## config.mk

```make
export PLATFORM = sky130hd
export DESIGN_NAME = vec_capture_mem_flat
export DESIGN_NICKNAME = d
export VERILOG_FILES = /design/src/rtl/vec_capture_pkg.sv /design/src/rtl/vec_capture_mem_if.sv /design/src/rtl/vec_capture_ram.sv /design/src/rtl/vec_capture_mem.sv /design/src/flat_wrapper.sv
export SDC_FILE = /design/constraint.sdc
export NUM_CORES = 1
export LEC_CHECK = 0
export BUFFER_PORTS_ARGS = -buffer_cell sky130_fd_sc_hd__buf_2
export CORE_ASPECT_RATIO = 0.6
export CORE_MARGIN = 2
export CORE_UTILIZATION = 60
export DETAILED_ROUTE_END_ITERATION = 6
export HOLD_SLACK_MARGIN = 0.05
export PLACE_DENSITY = 0.9
export SLEW_MARGIN = 10
export SYNTH_ARGS = -nofsm -noshare
export SYNTH_HDL_FRONTEND = slang
export SYNTH_SLANG_ARGS = --single-unit
```

## constraint.sdc

```tcl
create_clock -name clk -period 7.4 [get_ports clk]
set_clock_uncertainty 0.2 [all_clocks]
set_input_delay 1.48 -clock clk [delete_from_list [all_inputs] [get_ports clk]]
set_output_delay 1.48 -clock clk [all_outputs]
set_load 0.01 [all_outputs]
```

## src/rtl/vec_capture_pkg.sv

```systemverilog
// Shared types and default sizing for the vector capture buffer.
package vec_capture_pkg;

    localparam int DEF_WIDTH = 24;
    localparam int DEF_DEPTH = 16;

    // CAPTURE: accepting bus words; FULL: buffer at capacity; DUMP: replaying the image
    typedef enum logic [1:0] {
        CAPTURE = 2'd0,
        FULL    = 2'd1,
        DUMP    = 2'd2
    } state_t;

endpackage

```

## src/rtl/vec_capture_mem_if.sv

```systemverilog
// Capture-side bus, replay stream and status of the vector capture buffer.
interface vec_capture_mem_if
    import vec_capture_pkg::*;
#(
    parameter int WIDTH = DEF_WIDTH,
    parameter int DEPTH = DEF_DEPTH,
    parameter int AW    = $clog2(DEPTH)
);
    logic             in_valid;
    logic [WIDTH-1:0] in_data;
    logic             in_ready;
    logic             dump_req;
    logic             dump_valid;
    logic             dump_ready;
    logic [AW-1:0]    dump_addr;
    logic [WIDTH-1:0] dump_data;
    logic [AW:0]      count;
    logic             full;
    logic             overflow;

    // Environment side: drives the strobe bus and consumes the replay
    modport master (
        output in_valid, in_data, dump_req, dump_ready,
        input  in_ready, dump_valid, dump_addr, dump_data, count, full, overflow
    );

    // Buffer side
    modport slave (
        input  in_valid, in_data, dump_req, dump_ready,
        output in_ready, dump_valid, dump_addr, dump_data, count, full, overflow
    );
endinterface

```

## src/rtl/vec_capture_ram.sv

```systemverilog
// DEPTH x WIDTH storage: one write port, one registered read port with read enable.
// The read register keeps its value while re is low so a stalled replay beat stays put.
module vec_capture_ram
    import vec_capture_pkg::*;
#(
    parameter int WIDTH = DEF_WIDTH,
    parameter int DEPTH = DEF_DEPTH,
    parameter int AW    = $clog2(DEPTH)
) (
    input  logic             clk,
    input  logic             rst,
    input  logic             we,
    input  logic [AW-1:0]    waddr,
    input  logic [WIDTH-1:0] wdata,
    input  logic             re,
    input  logic [AW-1:0]    raddr,
    output logic [WIDTH-1:0] rdata
);
    logic [WIDTH-1:0] mem [DEPTH];
    logic [WIDTH-1:0] rdata_reg;

    // Storage write; contents survive reset
    always_ff @(posedge clk) begin
        if (we) begin
            mem[waddr] <= wdata;
        end
    end

    // Registered read, cleared by reset so the replay word starts at zero
    always_ff @(posedge clk) begin
        if (rst) begin
            rdata_reg <= '0;
        end else if (re) begin
            rdata_reg <= mem[raddr];
        end
    end

    assign rdata = rdata_reg;
endmodule

```

## src/rtl/vec_capture_mem.sv

```systemverilog
// Vector capture buffer: stores strobed bus words at sequential addresses and
// replays the captured image, address 0 upward, on a dump request.
module vec_capture_mem
    import vec_capture_pkg::*;
#(
    parameter int WIDTH = DEF_WIDTH,
    parameter int DEPTH = DEF_DEPTH,
    parameter int AW    = $clog2(DEPTH)
) (
    input  logic             clk,
    input  logic             rst,
    vec_capture_mem_if.slave bus
);
    localparam logic [AW:0] DEPTH_C = (AW+1)'(DEPTH);

    state_t        state_reg, state_next;
    logic [AW-1:0] wptr_reg, wptr_next;
    logic [AW:0]   count_reg, count_next;
    logic [AW:0]   rptr_reg, rptr_next;     // next replay address to fetch
    logic          overflow_reg, overflow_next;
    logic          dump_valid_reg, dump_valid_next;
    logic [AW-1:0] dump_addr_reg, dump_addr_next;
    logic          we;
    logic          re;
    logic [WIDTH-1:0] rdata;

    // Next-state logic: capture/full bookkeeping and the replay fetch pipeline
    always_comb begin
        state_next      = state_reg;
        wptr_next       = wptr_reg;
        count_next      = count_reg;
        rptr_next       = rptr_reg;
        overflow_next   = overflow_reg;
        dump_valid_next = dump_valid_reg;
        dump_addr_next  = dump_addr_reg;
        we              = 1'b0;
        re              = 1'b0;
        case (state_reg)
            CAPTURE: begin
                if (bus.in_valid) begin
                    we         = 1'b1;
                    wptr_next  = wptr_reg + 1'b1;
                    count_next = count_reg + 1'b1;
                    if (count_reg == DEPTH_C - 1'b1) begin
                        state_next = FULL;
                    end
                end
                // The same-cycle write lands in RAM before the first replay read
                if (bus.dump_req) begin
                    state_next = DUMP;
                    rptr_next  = '0;
                end
            end
            FULL: begin
                if (bus.in_valid) begin
                    overflow_next = 1'b1;
                end
                if (bus.dump_req) begin
                    state_next = DUMP;
                    rptr_next  = '0;
                end
            end
            DUMP: begin
                // Advance only when the output slot is empty or being consumed
                if (!dump_valid_reg || bus.dump_ready) begin
                    if (rptr_reg != count_reg) begin
                        re              = 1'b1;
                        rptr_next       = rptr_reg + 1'b1;
                        dump_valid_next = 1'b1;
                        dump_addr_next  = rptr_reg[AW-1:0];
                    end else begin
                        // Last beat gone (or nothing captured): buffer is emptied
                        dump_valid_next = 1'b0;
                        state_next      = CAPTURE;
                        count_next      = '0;
                        wptr_next       = '0;
                        rptr_next       = '0;
                        overflow_next   = 1'b0;
                    end
                end
            end
            default: state_next = CAPTURE;
        endcase
    end

    // State and bookkeeping registers
    always_ff @(posedge clk) begin
        if (rst) begin
            state_reg      <= CAPTURE;
            wptr_reg       <= '0;
            count_reg      <= '0;
            rptr_reg       <= '0;
            overflow_reg   <= 1'b0;
            dump_valid_reg <= 1'b0;
            dump_addr_reg  <= '0;
        end else begin
            state_reg      <= state_next;
            wptr_reg       <= wptr_next;
            count_reg      <= count_next;
            rptr_reg       <= rptr_next;
            overflow_reg   <= overflow_next;
            dump_valid_reg <= dump_valid_next;
            dump_addr_reg  <= dump_addr_next;
        end
    end

    vec_capture_ram #(
        .WIDTH(WIDTH),
        .DEPTH(DEPTH),
        .AW   (AW)
    ) u_ram (
        .clk  (clk),
        .rst  (rst),
        .we   (we),
        .waddr(wptr_reg),
        .wdata(bus.in_data),
        .re   (re),
        .raddr(rptr_reg[AW-1:0]),
        .rdata(rdata)
    );

    assign bus.in_ready   = (state_reg == CAPTURE);
    assign bus.full       = (count_reg == DEPTH_C);
    assign bus.count      = count_reg;
    assign bus.overflow   = overflow_reg;
    assign bus.dump_valid = dump_valid_reg;
    assign bus.dump_addr  = dump_addr_reg;
    assign bus.dump_data  = rdata;
endmodule
```

## src/flat_wrapper.sv

```systemverilog
// flat-port wrapper written by rule: the top's interface ports become plain ports
module vec_capture_mem_flat import vec_capture_pkg::*;
#(
    parameter int WIDTH = DEF_WIDTH,
    parameter int DEPTH = DEF_DEPTH,
    parameter int AW    = $clog2(DEPTH)
)
  (clk, rst, bus_in_valid, bus_in_data, bus_dump_req, bus_dump_ready, bus_in_ready, bus_dump_valid, bus_dump_addr, bus_dump_data, bus_count, bus_full, bus_overflow);
  vec_capture_mem_if #(.WIDTH(WIDTH), .DEPTH(DEPTH), .AW(AW)) bus_i ();
  input  logic clk;
  input  logic rst;
  input wire logic [$bits(bus_i.in_valid)-1:0] bus_in_valid;
  input wire logic [$bits(bus_i.in_data)-1:0] bus_in_data;
  input wire logic [$bits(bus_i.dump_req)-1:0] bus_dump_req;
  input wire logic [$bits(bus_i.dump_ready)-1:0] bus_dump_ready;
  output wire logic [$bits(bus_i.in_ready)-1:0] bus_in_ready;
  output wire logic [$bits(bus_i.dump_valid)-1:0] bus_dump_valid;
  output wire logic [$bits(bus_i.dump_addr)-1:0] bus_dump_addr;
  output wire logic [$bits(bus_i.dump_data)-1:0] bus_dump_data;
  output wire logic [$bits(bus_i.count)-1:0] bus_count;
  output wire logic [$bits(bus_i.full)-1:0] bus_full;
  output wire logic [$bits(bus_i.overflow)-1:0] bus_overflow;
  assign bus_i.in_valid = bus_in_valid;
  assign bus_i.in_data = bus_in_data;
  assign bus_i.dump_req = bus_dump_req;
  assign bus_i.dump_ready = bus_dump_ready;
  assign bus_in_ready = bus_i.in_ready;
  assign bus_dump_valid = bus_i.dump_valid;
  assign bus_dump_addr = bus_i.dump_addr;
  assign bus_dump_data = bus_i.dump_data;
  assign bus_count = bus_i.count;
  assign bus_full = bus_i.full;
  assign bus_overflow = bus_i.overflow;
  vec_capture_mem #(.WIDTH(WIDTH), .DEPTH(DEPTH), .AW(AW)) u_core (.clk(clk), .rst(rst), .bus(bus_i));
endmodule
```

==> results.ini, run 1 <==
[run_status]
status=finished, final reports clean

[timing]
worst_slew_pin_slew_ns=1.29
fin_tns_setup_ns=0
max_slew_margin_pct=14.1
grt_setup_unrepaired=no
setup_viol=0
whs_ns=0.293
fmax_ghz=0.270
finalHoldViolCount=0
period_share_pct=50.0
finalCriticalPeriod_ns=3.70
finalWorstSetupSlack_ns=3.70
drv_slew=0

[worst_setup_path]
reg2reg_slack_ns=3.71
endpoint_kind=flop
critPathMaxStageDelay_ns=0.98
required_ns=7.41
r2r-start=u_core.rptr_reg[1]
critPathLaunchType=primary input
criticalPathCategory=in2reg
critPathSlowestCell=nor3_2
arrival_ns=3.71
worst_r2r_path_depth=7
cp_cell_sequence=buf_2 > and3_1 > nand2_1 > nor3_2 > buf_4
crit_fanout=15
r2r-end=u_core.bus.dump_addr[2]

[cts]
cts_buffers=39
cts_buffer_depth=3
clock_latency_ns=0.54
htreeDepth=2
cts_setup_buffers=0
cts-root-buf=clkbuf_16
path_clk_slew_ns=0.06
cts_sinks=430
cts_tree=built
cts_hold_buf=0
ctsResizeCount=0

[floorplanning]
chipHeight_um=133
num_io_pins=66
rows=47
start_util_pct=60.8
die_w_um=220
coreArea_sq_um=27500
die_area_sq_um=29300

[synthesis]
synthArstFlopShare_pct=0
synth-edff-count=384
synth_area_sq_um=16700
ys.warnings.count=0
ys.flop_type=edfxtp_1
syn_area_per_cell_sq_um=18.5
synth_cells=904
ys_types=39
synthesis.nets=941
ys_seq_area_share_pct=74.4
synth_seq_cells=430

[placement]
hpwl_mm=20.9
io_buffers=65
place_ws_ns=3.22
gp_congestion=0.790

[power]
ir_drop_uv=169
p_total_mw=4.93
power_density_nw_per_um2=263
power_leakage_nw=5.95

[layout]
layout_common_cells=384 x edfxtp_1, 72 x mux4_2, 65 x buf_2
largest_reg_flops=384
fillers=1710
final_common_cell=edfxtp_1
syn2layout_area_growth_pct=11.7
drive_above_1_share_pct=28.7
final_nets=1017

[grt]
grt_use_total_pct=26.3
grt_pass1_wl_mm=56.0
antenna_found_initial=2
grt_pass1_vias=8893
grt_overflow_total=0
grt_max_degree=77

[hold_path]
hold_path_class=reg2reg
min_path_cells=2
min_from=u_core.u_ram.rdata[8]
hold_end=u_core.u_ram.rdata[8]

[route]
drt_wl_total_mm=37.8
detail-route-antenna-nets=0
drc=0
via_count=9007
drt-initial-drc-count=1115
dr.pass1.iters=5
wl_per_cell_um=27.4
via_per_inst=6.53

[run]
cap_violations=0

## power breakdown
group / switching (mW) / internal, mW / total, mW
Sequential: 0.0150 / 2.67 / 2.69
Clock: 0.863 / 1.18 / 2.04
Combinational: 0.135 / 0.0653 / 0.200
Total: 1.01 / 3.92 / 4.93
## final cells by class
| type | count | area [sq um] | share of cell area [%] |
|---|---|---|---|
| Sequential cell | 430 | 12500 | 66.6 |
| Multi-Input combinational cell | 411 | 3960 | 21.2 |
| Clock buffer | 54 | 1090 | 5.85 |
| Timing Repair Buffer | 91 | 520 | 2.78 |
| Tap cell | 367 | 459 | 2.45 |
| Clock inverter | 16 | 179 | 0.957 |
| Inverter | 7 | 26.3 | 0.140 |
| Antenna cell | 3 | 7.51 | 0.0401 |
## Yosys cell counts, drive strengths merged (7+ instances only)
cell type  instances  area (sq um)
clkbuf            17          63.8
mux4              72          1620
o22ai             24           150
a211oi            49           373
edfxtp           384         11500
nor3              31           166
nand3             10          50.1
a21oi             38           201
mux2              48           541
nor2              58           220
ha                 8           100
buf               39           297
inv                7          26.3
nand2             12          45.0
dfxtp             46           921
nor2b             26           163
## kinds of logic after synthesis
family | Yosys count | synth area share (%)
mux | 125 | 13.2
buf+inv | 63 | 2.31
flops | 430 | 74.4
fa+ha+maj | 8 | 0.598
simple gates | 149 | 4.33
compound gates | 124 | 4.89
xor+xnor | 5 | 0.306
## worst max-delay path, delay by kind of cell
kind          cells  cell delay, ns
buf+inv           2            0.57
simple gates      3            1.65
## stage by stage
stage                     instance area (sq um)  instances  utilization (%)
after detailed placement                  17400       1306             63.3
after global routing                      18700       1377             67.9
after floorplan                           16700        904                -
after global placement                    17400       1306             63.3
final                                     18700       1379             68.0
after CTS                                 18700       1376             67.9
## routing by layer
| layer | up-vias | wire length [um] | GRT usage (%) |
|---|---|---|---|
| li1 | 3789 | - | - |
| met2 | 537 | 18000 | 40.7 |
| met5 | - | 0 | 0 |
| met1 | 4610 | 15200 | 38.4 |
| met4 | 0 | 900 | 7.16 |
| met3 | 71 | 3720 | 6.19 |
## how the worst max path moves through the flow
stage	endpoint	cells after the start	start
final	u_core.u_ram.mem[3][9]	5	bus_in_valid
after global routing	u_core.u_ram.rdata[15]	7	u_core.rptr_reg[1]
after CTS	u_core.bus.dump_addr[2]	7	u_core.rptr_reg[1]
after detailed placement	u_core.u_ram.mem[3][11]	5	bus_in_valid
after global placement	u_core.u_ram.mem[5][4]	5	bus_in_valid
after floorplan	u_core.u_ram.mem[3][0]	4	bus_in_valid
Note: power is estimated with default switching activity, not from simulation.
==> run 2: changes to the inputs <==
Settings changed: ABC_AREA set to 1.
Clock period 7.4 ns to 3.65 ns, I/O delays scaled along.
==> run 2 against run 1 <==
  * Final cell count rose by 59%
  * First-iteration DRC count increased by 69%
  * Critical path type is now reg2reg
  * Non-clock buffer count decreased by 3
  * Area after synthesis increased by 7.8%
  * Die area increased by 7.6%
  * Critical path depth increased by 1
==> results.ini, run 2 <==
[worst_setup_path]
worst-path-stages=6  ; +1
worst_r2r_path_depth=6  ; -1
criticalPathCategory=reg2reg
crit_start=u_core.rptr_reg[3]
crit_top_cell=nand2_1
critPathLaunchType=flop
required_ns=3.90  ; -3.51 ns
cp_cell_sequence=inv_2 > nor2_2 > nand2_1 > nand2_1 > nor2_1 > a21oi_1
crit_end=u_core.u_ram.rdata[18]
critPathSlowestCell=nor2_2
r2r-end=u_core.u_ram.rdata[18]
endpoint_kind=flop
reg2reg_slack_ns=0.85  ; -2.86 ns
arrival_ns=3.04  ; -0.67 ns
path_delay_family=simple AND/OR/NAND/NOR gates
r2r-start=u_core.rptr_reg[3]
crit_fanout=26  ; +11
path_buf_inv=1  ; -1
critPathMaxStageDelay_ns=1.04  ; +0.06 ns

[timing]
setup_viol=0  ; unchanged
drv_slew=0  ; unchanged
fin_tns_setup_ns=0  ; unchanged
finalHoldViolCount=0  ; unchanged
finalCriticalPeriod_ns=2.80
whs_ns=0.176  ; -0.118 ns
period_share_pct=76.6
fmax_ghz=0.358
grt_setup_unrepaired=no
worst_slew_pin_slew_ns=1.26  ; -0.0222 ns
max_slew_margin_pct=15.6  ; +1.5 points

[power]
power.switching_mw=2.55  ; +150%
pwr-share-clk_pct=37.8  ; -3.6 points
intPower_mw=7.97  ; +100%
ir_drop_uv=331  ; +97%
netSwitchingFraction_pct=24.3  ; +3.7 points
power_leakage_nw=8.03  ; +35%
power_density_nw_per_um2=528  ; +100%
seqPwrFrac_pct=52.8  ; -1.8 points
combPwrFrac_pct=9.4  ; +5.3 points

[synthesis]
ys.warnings.count=0  ; unchanged
synth_area_sq_um=18000  ; +7.8%
synth-edff-count=384  ; unchanged
synth_area_leaders=edfxtp_1 64%, nand2_1 8.4%, nor2_1 5.4%, dfxtp_1 5.1%, inv_1 4.4%
synthesis.nets=1752  ; +86%
ys_top_cells_by_count=402 x nand2_1, 384 x edfxtp_1, 258 x nor2_1
synthArstFlopShare_pct=0  ; unchanged
ys.flop_type=edfxtp_1
synth_top_area_cell=edfxtp_1
syn_area_per_cell_sq_um=10.5  ; -43%
synth_seq_cells=430  ; unchanged
yosysMostFrequentCell=nand2_1
yosys.area.top_type_share_pct=63.9  ; -5.0 points
ys_types=29  ; -26%
synth_cells=1715  ; +90%
ys_seq_area_share_pct=69.0  ; -5.4 points

[cts]
cts_buffers=38  ; -2.6%
clock_latency_ns=0.55  ; about the same
cts_buffer_depth=3  ; unchanged
cts_sinks=430  ; unchanged
cts_tree=built
cts_setup_buffers=0  ; unchanged
htreeDepth=2  ; unchanged
path_clk_slew_ns=0.07  ; about the same
cts_hold_buf=0  ; unchanged
ctsResizeCount=0  ; unchanged
cts-root-buf=clkbuf_16

[layout]
syn2layout_area_growth_pct=10.4
layout_common_cells=402 x nand2_1, 384 x edfxtp_1, 241 x nor2_1
fillers=2053  ; +20%
drive_above_1_share_pct=9.84  ; -19 points
final_nets=1796  ; +77%
final_common_cell=nand2_1
largest_reg_flops=384  ; unchanged
n_antenna_cell=0  ; -3

[floorplanning]
start_util_pct=60.6  ; -0.27 points
coreArea_sq_um=29800  ; +8.3%
chipHeight_um=138  ; +3.7%
num_io_pins=66  ; unchanged
rows=49  ; +4.3%
die_w_um=228  ; +3.7%
die_area_sq_um=31500  ; +7.6%

[grt]
grt_pass1_vias=12132  ; +36%
grt_max_degree=183  ; +140%
grt_pass1_wl_mm=66.0  ; +18%
grt_overflow_total=0  ; unchanged
antenna_found_initial=0  ; -2
grt_use_total_pct=26.8  ; +0.44 points

[route]
drc=0  ; unchanged
drt-initial-drc-count=1882  ; +69%
wl_per_cell_um=19.3  ; -29%
via_per_inst=5.74  ; -12%
via_count=12604  ; +40%
detail-route-antenna-nets=0  ; unchanged
drt_wl_total_mm=42.5  ; +13%
dr.pass1.iters=6  ; +1

[placement]
hpwl_mm=25.3  ; +21%
io_buffers=65  ; unchanged
gp_congestion=0.864  ; +9.4%

[run]
cap_violations=0  ; unchanged

[hold_path]
hold_path_class=in2reg
min_from=bus_dump_req

[run_status]
status=finished, final reports clean

==> run 2: power groups by stage <==
stage	Clock [mW]	Combinational, mW	Sequential (mW)
floorplan	0	0.633	5.64
global placement	0	0.916	5.65
detailed placement	0	0.954	5.66
CTS	3.99	0.973	5.55
global route	4.19	1.09	5.56
finish	3.98	0.990	5.56
==> run 2: worst min path at each step <==
stage,to,slack [ns],cells after the start
after floorplan,u_core.state_reg[0],0.24,1
after global placement,u_core.bus.overflow,0.24,2
after detailed placement,u_core.bus.overflow,0.28,2
after CTS,u_core.state_reg[0],0.17,2
after global routing,u_core.state_reg[0],0.17,2
final,u_core.state_reg[0],0.18,2
==> run 2: final cells by class <==
type | count | area (sq um) | share of cell area, %
sequential | 430 | 12500 | 62.5
multi-input combinational | 983 | 4390 | 22.0
clock buffer | 56 | 1120 | 5.63
inverter | 218 | 822 | 4.12
timing repair buffer | 88 | 536 | 2.69
tap | 408 | 510 | 2.56
clock inverter | 14 | 98.8 | 0.496
==> run 2: metrics by stage <==
step | util (%) | power [mW] | instance area (sq um) | std cells | setup WS [ns]
6_report | 66.9 | 10.5 | 19900 | 2197 | 0.853
5_1_grt | 66.9 | 10.8 | 19900 | 2197 | 0.769
4_1_cts | 66.9 | 10.5 | 19900 | 2197 | 0.981
3_5_place_dp | 62.8 | 6.61 | 18700 | 2127 | 0.695
3_3_place_gp | 62.8 | 6.57 | 18700 | 2127 | 0.803
2_1_floorplan | - | 6.28 | 18000 | 1715 | 0.970
==> run 2: routing by layer <==
layer  track usage (%)  up-vias  wire, um  part of all wire, %
li1                  -     5723         -                    -
met1              36.9     5986     16600                   39
met2              43.9      792     20200                   48
met3              5.07      103      4530                   11
met4              8.19        0      1150                  2.7
met5                 0        -         0                    0
==> run 2: kinds of logic after synthesis <==
logic type	synth area share [%]
xor gates and xnor gates	0.291
adders and majority gates	0.555
AOI/OAI and AO/OA	6.02
DFF	69.0
and+or+nand+nor	17.2
buffers and inverters	6.93
